--- src/rtl/result_packer_pkg.sv ---
// Shared types and helpers for the result bit packer.
// Contents: default word width, collect-side state enum, field-width helper.
package result_pkg;

  localparam int unsigned DEF_WIDTH = 8;

  // Collect side: FILL gathers bits, FULL holds a complete word waiting for the slot.
  typedef enum logic {
    FILL = 1'b0,
    FULL = 1'b1
  } state_e;

  // Bits needed to represent 0..width (length and ones-count fields).
  function automatic int unsigned clog2w(input int unsigned width);
    return $clog2(width + 1);
  endfunction

endpackage

--- src/rtl/result_packer_if.sv ---
// Bit-in / word-out bus of the result packer.
// Input side : in_valid, in_bit, in_ready, flush (single-cycle close request).
// Output side: out_valid, out_ready, out_data, out_len, out_ones.
// slave  = packer view, master = producer/consumer view.
interface result_packer_if #(
  parameter int unsigned WIDTH = result_pkg::DEF_WIDTH,
  parameter int unsigned CW    = result_pkg::clog2w(WIDTH)
);

  logic             in_valid;
  logic             in_bit;
  logic             in_ready;
  logic             flush;
  logic             out_valid;
  logic             out_ready;
  logic [WIDTH-1:0] out_data;
  logic [CW-1:0]    out_len;
  logic [CW-1:0]    out_ones;

  modport slave (
    input  in_valid, in_bit, flush, out_ready,
    output in_ready, out_valid, out_data, out_len, out_ones
  );

  modport master (
    output in_valid, in_bit, flush, out_ready,
    input  in_ready, out_valid, out_data, out_len, out_ones
  );

endinterface

--- src/rtl/result_packer_out_slot.sv ---
// One-entry output register for packed words with a valid/ready handshake.
// Ports: clk, rst (sync, active-high); load_i + data_i/len_i/ones_i write the slot;
// ready_i is the consumer ready; load_ok_o (combinational) = slot may be written
// this cycle; valid_o/data_o/len_o/ones_o are the registered slot contents.
module result_out_slot #(
  parameter int unsigned WIDTH = result_pkg::DEF_WIDTH,
  parameter int unsigned CW    = result_pkg::clog2w(WIDTH)
) (
  input  logic             clk,
  input  logic             rst,
  input  logic             load_i,
  input  logic [WIDTH-1:0] data_i,
  input  logic [CW-1:0]    len_i,
  input  logic [CW-1:0]    ones_i,
  input  logic             ready_i,
  output logic             load_ok_o,
  output logic             valid_o,
  output logic [WIDTH-1:0] data_o,
  output logic [CW-1:0]    len_o,
  output logic [CW-1:0]    ones_o
);

  logic             valid_q;
  logic [WIDTH-1:0] data_q;
  logic [CW-1:0]    len_q;
  logic [CW-1:0]    ones_q;

  // Empty slot, or the current word leaves on this edge.
  always_comb begin
    load_ok_o = !valid_q || ready_i;
  end

  // Slot register; a load on the handshake edge keeps valid high.
  always_ff @(posedge clk) begin
    if (rst) begin
      valid_q <= 1'b0;
      data_q  <= '0;
      len_q   <= '0;
      ones_q  <= '0;
    end else if (load_i) begin
      valid_q <= 1'b1;
      data_q  <= data_i;
      len_q   <= len_i;
      ones_q  <= ones_i;
    end else if (ready_i) begin
      valid_q <= 1'b0;
    end
  end

  assign valid_o = valid_q;
  assign data_o  = data_q;
  assign len_o   = len_q;
  assign ones_o  = ones_q;

endmodule

--- src/rtl/result_packer.sv ---
// Packs valid-qualified Result bits LSB first into WIDTH-bit words and presents
// each complete or flushed word with its length and population count.
// Ports: clk, rst (sync, active-high); bus_if (slave) carries the bit input
// handshake, flush, and the word output handshake. Collector plus output slot
// give full throughput while out_ready stays high.
module result_packer
  import result_pkg::*;
#(
  parameter int unsigned WIDTH = DEF_WIDTH
) (
  input  logic            clk,
  input  logic            rst,
  result_packer_if.slave  bus_if
);

  localparam int unsigned CW = clog2w(WIDTH);

  state_e           state_q;
  logic             in_ready_q;
  logic [WIDTH-1:0] sh_q;
  logic [CW-1:0]    cnt_q;
  logic [CW-1:0]    ones_q;

  logic             accept_c;
  logic [WIDTH-1:0] word_c;
  logic [CW-1:0]    wcnt_c;
  logic [CW-1:0]    wones_c;
  logic             complete_c;
  logic             load_c;
  logic             load_ok_c;

  // Word as it stands after this cycle's accepted bit (equals the held word in FULL,
  // where nothing is accepted).
  always_comb begin
    accept_c   = bus_if.in_valid && in_ready_q;
    word_c     = sh_q | (WIDTH'(accept_c && bus_if.in_bit) << cnt_q);
    wcnt_c     = cnt_q + CW'(accept_c);
    wones_c    = ones_q + CW'(accept_c && bus_if.in_bit);
    complete_c = (state_q == FILL) &&
                 ((accept_c && (wcnt_c == CW'(WIDTH))) ||
                  (bus_if.flush && (wcnt_c != '0)));
    load_c     = (complete_c || (state_q == FULL)) && load_ok_c;
  end

  // Collect-side FSM with shift register and counters.
  always_ff @(posedge clk) begin
    if (rst) begin
      state_q    <= FILL;
      in_ready_q <= 1'b1;
      sh_q       <= '0;
      cnt_q      <= '0;
      ones_q     <= '0;
    end else begin
      case (state_q)
        FILL: begin
          if (complete_c && load_ok_c) begin
            sh_q   <= '0;
            cnt_q  <= '0;
            ones_q <= '0;
          end else begin
            sh_q   <= word_c;
            cnt_q  <= wcnt_c;
            ones_q <= wones_c;
            if (complete_c) begin
              state_q    <= FULL;
              in_ready_q <= 1'b0;
            end
          end
        end
        FULL: begin
          if (load_ok_c) begin
            state_q    <= FILL;
            in_ready_q <= 1'b1;
            sh_q       <= '0;
            cnt_q      <= '0;
            ones_q     <= '0;
          end
        end
        default: begin
          state_q    <= FILL;
          in_ready_q <= 1'b1;
        end
      endcase
    end
  end

  assign bus_if.in_ready = in_ready_q;

  result_out_slot #(
    .WIDTH (WIDTH),
    .CW    (CW)
  ) u_slot (
    .clk       (clk),
    .rst       (rst),
    .load_i    (load_c),
    .data_i    (word_c),
    .len_i     (wcnt_c),
    .ones_i    (wones_c),
    .ready_i   (bus_if.out_ready),
    .load_ok_o (load_ok_c),
    .valid_o   (bus_if.out_valid),
    .data_o    (bus_if.out_data),
    .len_o     (bus_if.out_len),
    .ones_o    (bus_if.out_ones)
  );

endmodule

--- src/flat_wrapper.sv ---
// flat-port wrapper written by rule: the top's interface ports become plain ports
module result_packer_flat import result_pkg::*;
#(
  parameter int unsigned WIDTH = DEF_WIDTH
)
  (clk, rst, bus_if_in_valid, bus_if_in_bit, bus_if_flush, bus_if_out_ready, bus_if_in_ready, bus_if_out_valid, bus_if_out_data, bus_if_out_len, bus_if_out_ones);
  result_packer_if #(.WIDTH(WIDTH)) bus_if_i ();
  input  logic clk;
  input  logic rst;
  input wire logic [$bits(bus_if_i.in_valid)-1:0] bus_if_in_valid;
  input wire logic [$bits(bus_if_i.in_bit)-1:0] bus_if_in_bit;
  input wire logic [$bits(bus_if_i.flush)-1:0] bus_if_flush;
  input wire logic [$bits(bus_if_i.out_ready)-1:0] bus_if_out_ready;
  output wire logic [$bits(bus_if_i.in_ready)-1:0] bus_if_in_ready;
  output wire logic [$bits(bus_if_i.out_valid)-1:0] bus_if_out_valid;
  output wire logic [$bits(bus_if_i.out_data)-1:0] bus_if_out_data;
  output wire logic [$bits(bus_if_i.out_len)-1:0] bus_if_out_len;
  output wire logic [$bits(bus_if_i.out_ones)-1:0] bus_if_out_ones;
  assign bus_if_i.in_valid = bus_if_in_valid;
  assign bus_if_i.in_bit = bus_if_in_bit;
  assign bus_if_i.flush = bus_if_flush;
  assign bus_if_i.out_ready = bus_if_out_ready;
  assign bus_if_in_ready = bus_if_i.in_ready;
  assign bus_if_out_valid = bus_if_i.out_valid;
  assign bus_if_out_data = bus_if_i.out_data;
  assign bus_if_out_len = bus_if_i.out_len;
  assign bus_if_out_ones = bus_if_i.out_ones;
  result_packer #(.WIDTH(WIDTH)) u_core (.clk(clk), .rst(rst), .bus_if(bus_if_i));
endmodule
--- config.mk ---
export PLATFORM = sky130hd
export DESIGN_NAME = result_packer_flat
export DESIGN_NICKNAME = d
export VERILOG_FILES = /design/src/rtl/result_packer_pkg.sv /design/src/rtl/result_packer_if.sv /design/src/rtl/result_packer_out_slot.sv /design/src/rtl/result_packer.sv /design/src/flat_wrapper.sv
export SDC_FILE = /design/constraint.sdc
export NUM_CORES = 1
export LEC_CHECK = 0
export CAP_MARGIN = 20
export CORE_ASPECT_RATIO = 0.6
export CORE_MARGIN = 1.5
export CORE_UTILIZATION = 35
export DETAILED_ROUTE_END_ITERATION = 7
export PLACE_DENSITY_LB_ADDON = 0.3
export SLEW_MARGIN = 20
export SYNTH_ARGS = -nofsm -noshare
export SYNTH_HDL_FRONTEND = slang
export SYNTH_SLANG_ARGS = --single-unit
export TNS_END_PERCENT = 20
--- constraint.sdc ---
create_clock -name clk -period 3.9 [get_ports clk]
set_input_delay 1.17 -clock clk [delete_from_list [all_inputs] [get_ports clk]]
set_output_delay 1.17 -clock clk [all_outputs]
set_load 0.02 [all_outputs]
Yosys cells after proc, flatten, opt, wreduce, memory -nomap -nowiden. Cells that the tools add are included.

Bits in registers: 35. Latch bits: 0. Memory bits (writable): 0. Memory bits (read-only): 0. Input bits: 6. Memories: 0.

$add $sub $neg: 2. Multiply operators: 0. Div/mod/pow operators: 0. $lt $le $gt $ge: 0. Eq/ne operators: 4. Shifts and indexed selects: 1. Mux-type cells: 18. Bitwise gates (word level): 2. Reductions and logical operators: 14.

Operators with widths (count): 8-bit two-way mux (2); 4-bit one-hot mux with 2 select lines (2); 8-bit one-hot mux with 2 select lines (1); 4-bit two-way mux (3); 4-bit by 1-bit adder with 4-bit output (2); 1-bit two-way mux (8); 8-bit OR (1); 1-bit by 4-bit left shift with 8-bit output (1); 1-bit logical AND (7); 4-bit == test (second input constant) (1); 2-bit != test (second input constant) (2); 1-bit one-hot mux with 2 select lines (2); 4-bit nonzero test (1); 1-bit logical OR (3); 3-bit AND reduction (1); 2-bit by 1-bit != test with 1-bit output (second input constant) (1); 2-bit nonzero test (1); 1-bit zero test (1); 1-bit inverter (1).

Longest topological paths before layout.
Depth in word-level cells: 9. Gate-level depth with buffers: 8. Gate-level depth less buffers: 7.

Hierarchy. From an unflattened synthesis, not the netlist that was laid out.

Cell total of the unflattened synthesis: 180. Area total of the unflattened synthesis: 1666.6 µm².

Modules (own cells, without submodules): result_packer (times used 1, cells each 124, area an instance 1049.8 µm²); result_out_slot (times used 1, cells each 56, area an instance 616.8 µm²).

Least setup slack after synthesis. OpenSTA, ideal clock, no wires.

Path kind: input-to-reg. From: input port bus_if_in_valid. To: register u_core.u_slot.data_q[0], in the netlist u_core.u_slot.data_o[0]. Library setup time: 0.121 ns. Data arrival time: 2.935 ns. Required time: 3.779 ns. Slack: 0.844 ns. Cell stages on the path: 8. Path buffers: 1. Path through: and2_1 > ha_1 > ha_1 > nor2_1 > a311oi_2 > a211oi_2 > buf_6 > mux2_4.

Cells in the longest elaborated chain, start to end: 8. Elaborated cells between the ends (all ways): 13. Classes of those cells: 1 x add/sub; 1 x eq/ne; 1 x shift; 1 x bitwise; 9 x reduce/logical.

RTL lines: start: declaration (line flat_wrapper.sv:10) `input wire logic [$bits(bus_if_i.in_valid)-1:0] bus_if_in_valid;`; 1-bit logical AND (*) (line result_packer.sv:35) `accept_c = bus_if.in_valid && in_ready_q;`; 4-bit by 1-bit adder with 4-bit output (*) (line result_packer.sv:37) `wcnt_c = cnt_q + CW'(accept_c);`; named net u_core.u_slot.len_i[1] (line result_packer_out_slot.sv:13) `input logic [CW-1:0] len_i,`; 4-bit == test / 4-bit nonzero test (equally long branches) (line result_packer.sv:40, result_packer.sv:41); 1-bit logical AND, on equally long branches (line result_packer.sv:40, result_packer.sv:41); 1-bit logical OR (*) (line result_packer.sv:40) `((accept_c && (wcnt_c == CW'(WIDTH))) ||`; 1-bit logical AND (*) (line result_packer.sv:39) `complete_c = (state_q == FILL) &&`; 1-bit logical OR (*) (line result_packer.sv:42) `load_c = (complete_c || (state_q == FULL)) && load_ok_c;`; 1-bit logical AND (*) (line result_packer.sv:42); end signal: assignment (line result_packer_out_slot.sv:42) `data_q <= data_i;`; end: declaration (line result_packer_out_slot.sv:24) `logic [WIDTH-1:0] data_q;`.

The timed path passes the listed nets; every way through them passes the cells marked *. A chain may end at the register's enable or synchronous reset.

Worst setup path after layout.
From: input port bus_if_in_valid. To: register u_core.u_slot.data_q[2], in the netlist u_core.u_slot.data_o[2].

Same word-level chain as after synthesis.

==> impl_metrics.py <==
metrics = {
    "global_route": {
        "grt_overflow_total": 0,
        "grt_pass1_wl_um": 6100,
        "antenna_found_initial": 0,
        "grt_pass1_vias": 1215,
        "grt_max_degree": 19,
        "grt_use_total_pct": 15.0,
    },
    "power_and_ir_drop": {
        "pwr-share-clk_pct": 22.3,
        "p_seq_share_pct": 38.2,
        "combinationalPowerShare_pct": 39.5,
        "switching_share_pct": 35.5,
        "finalPower_mw": 1.14,
        "p_per_area_nw_per_um2": 544,
        "switching_power_mw": 0.404,
        "p_leak_nw": 0.801,
        "ir_drop_mv": 0.233,
        "p_int_mw": 0.735,
    },
    "outcome": {
        "outcome": "finished clean",
    },
    "job": {
        "maxCapViolCount": 0,
    },
    "synth": {
        "ys.flop_type": "dfxtp_1",
        "synth_edf_count": 0,
        "synth_area_leader_cell": "dfxtp_1",
        "ys_types": 39,
        "synth-seq-cells": 35,
        "synth_area_leaders": "dfxtp_1 41%, mux2_4 7.9%, nand2_1 6.6%",
        "yosysMostFrequentCell": "dfxtp_1",
        "avgSynthCellArea_um2": 9.60,
        "yosysWarnings": 0,
        "synth_top_area_share_pct": 40.8,
        "ys_seq_area_share_pct": 40.8,
        "synthTopCellsByCount": "35 x dfxtp_1, 30 x nand2_1, 13 x nor2_1",
        "postSynthCellCount": 179,
        "async_flop_share_pct": 0,
        "netlist_area_um2": 1720,
        "syn-num-nets": 189,
    },
    "worst_hold_path": {
        "holdPathStages": 2,
        "hp-class": "reg2reg",
        "hp-start": "u_core.sh_q[4]",
        "hold_path_end": "u_core.sh_q[4]",
    },
    "sta": {
        "maxSlewViolCount": 0,
        "fin_skew_ns": 0.00363,
        "grt_setup_unrepaired": "false",
        "hold_ws_ns": 0.456,
        "tns_ns": 0,
        "setup_ws_ns": 0.461,
        "final_hold_viol_count": 0,
        "fin_crit_ns": 3.44,
        "fin_crit_sh_pct": 88.2,
        "maxSlewHeadroom_pct": 53.8,
        "tightest_slew_ns": 0.688,
        "finalSetupViolCount": 0,
        "max_freq_mhz": 291,
    },
    "setup_path": {
        "path_common_cell": "ha_1",
        "cp_num_buf_inv": 2,
        "cp_slowest_cell": "clkdlybuf4s50_1",
        "reg2reg_to": "u_core.u_slot.data_o[2]",
        "critPathKind": "in2reg",
        "max_stage_delay_ns": 0.45,
        "critical_path.max_fanout": 6,
        "crit_path_start_kind": "primary input",
        "path_cells": "clkdlybuf4s50_1 > and2_1 > ha_1 > ha_1 > nor2_1 > a311oi_2 > a211oi_2 > buf_4 > mux2_4",
        "rrSetupSlack_ns": 1.44,
        "critPathRequiredTime_ns": 4.08,
        "worst_r2r_path_depth": 8,
        "crit_arrival_ns": 3.61,
        "path_delay_family": "buffers and inverters",
        "r2r-start": "u_core.bus_if.in_ready",
        "endpoint_kind": "flip-flop",
    },
    "finish": {
        "final_area_um2": 2090,
        "n_antenna_cell": 0,
        "post-route-util_pct": 45.2,
        "layout.nets": 215,
        "regArea_um2": 701,
        "drive_above_1_share_pct": 15.5,
        "area_delta_synth_final_pct": 21.8,
        "multiInputGateArea_um2": 936,
        "final_cells": 269,
        "n_fill_cell": 468,
    },
    "detailed_routing": {
        "avgRoutedWirePerCell_um": 13.7,
        "drt_iter0_markers": 72,
        "drc": 0,
        "viasPerCell": 4.97,
        "drt-pass1-iter-count": 4,
        "via_count": 1336,
        "routed_wl_um": 3680,
        "ant_nets": 0,
    },
    "placed_design": {
        "gp_congestion": 0.831,
        "dp.cells": 261,
        "dpl_cell_area_um2": 2010,
        "dp_hpwl_um": 2640,
        "dp_slack_ns": 0.178,
        "portBuffers": 23,
    },
    "floorplan": {
        "design.die.area_um2": 5360,
        "ioPinCount": 24,
        "start_util_pct": 37.1,
        "die_w_um": 93.5,
        "rows": 19,
        "dieHeight_um": 57.3,
        "coreArea_um2": 4640,
    },
    "clocking": {
        "clkLatencyLatePin_ns": 0.28,
        "cts.sinks": 35,
        "cts_htree_levels": 2,
        "hold_buffers": 0,
        "tritoncts": "done",
        "clock_path_buffers": 2,
        "cts_setup_buffers": 0,
        "cts-resized-gates": 0,
        "cts_buffers": 5,
        "clockRootBuffer": "clkbuf_8",
        "clkTransAtPathRegs_ns": 0.07,
    },
}
## power by group through the flow
stage | registers, mW | clock network [mW] | logic [mW]
5_1_grt | 0.440 | 0.280 | 0.484
3_5_place_dp | 0.442 | 0 | 0.449
4_1_cts | 0.434 | 0.262 | 0.451
3_3_place_gp | 0.442 | 0 | 0.449
2_1_floorplan | 0.453 | 0 | 0.316
6_report | 0.434 | 0.254 | 0.450
## worst max path at each step
stage	to	startpoint	cells after the start
after floorplan	u_core.u_slot.data_o[0]	bus_if_in_valid	8
after global placement	u_core.u_slot.data_o[3]	bus_if_in_valid	9
after detailed placement	u_core.u_slot.data_o[2]	bus_if_in_valid	9
after CTS	u_core.u_slot.data_o[2]	bus_if_in_valid	9
after global routing	u_core.u_slot.data_o[3]	bus_if_in_valid	9
final	u_core.u_slot.data_o[2]	bus_if_in_valid	9
## logic make-up (layout without fill, tap and decap cells)
logic type / Yosys count / after routing / share of synthesized area, %
and+or+nand+nor: 72 / 72 / 20.2
xor gates and xnor gates: 5 / 5 / 4.08
muxes: 15 / 15 / 11.4
adders and majority gates: 4 / 4 / 2.91
AOI/OAI and AO/OA: 34 / 34 / 15.9
DFF: 35 / 35 / 40.8
buffers and inverters: 14 / 41 / 4.80
## layout by cell type (no fill, tap or decap), types with 2 or more instances in the layout
cell             count
ha_1                 4
a31oi_1              5
clkdlybuf4s50_1     23
clkbuf_8             5
nor2_1              13
o31ai_1             10
nor2b_1             11
o21ai_0              4
and3_1               2
a21oi_1              6
xor2_1               3
mux2_4               9
clkinv_2             3
buf_4                7
nor3_1               2
nand2_1             30
mux2i_1              6
dfxtp_1             35
nand3_1              5
nand2b_1             3
inv_1                2
## registers in the layout, summed over array words and instances, names as in the netlist
name and cells:
u_core.cnt_q 4, u_core.u_slot.valid_o 1, u_core.u_slot.data_o 8, u_core.state_q 1, u_core.u_slot.ones_o 4, u_core.sh_q 8
u_core.ones_q 4, u_core.u_slot.len_o 4, u_core.bus_if.in_ready 1
## routing by layer
metal	vias to the layer above	part of all wire (%)	global-route usage [%]
met3	4	4.2	4.40
met2	30	36	18.0
met5	-	0	0
li1	675	-	-
met1	627	60	24.5
met4	0	0.63	4.55
## layout make-up
cell class	count	share of cell area, %
Clock inverter	3	0.717
Timing Repair Buffer	30	13.5
Tap cell	63	3.77
Sequential cell	35	33.5
Clock buffer	5	3.29
Multi-Input combinational cell	130	44.7
Inverter	3	0.538
## worst register-to-register path, delay by kind of cell (launching register included)
| kind | cells | cell delay (ns) |
|---|---|---|
| AOI/OAI and AO/OA | 2 | 0.46 |
| adders and majority gates | 2 | 0.44 |
| buffers and inverters | 1 | 0.22 |
| DFF | 1 | 0.41 |
| muxes | 1 | 0.31 |
| and+or+nand+nor | 2 | 0.51 |
No activity file was read; power rests on OpenSTA's default activity.
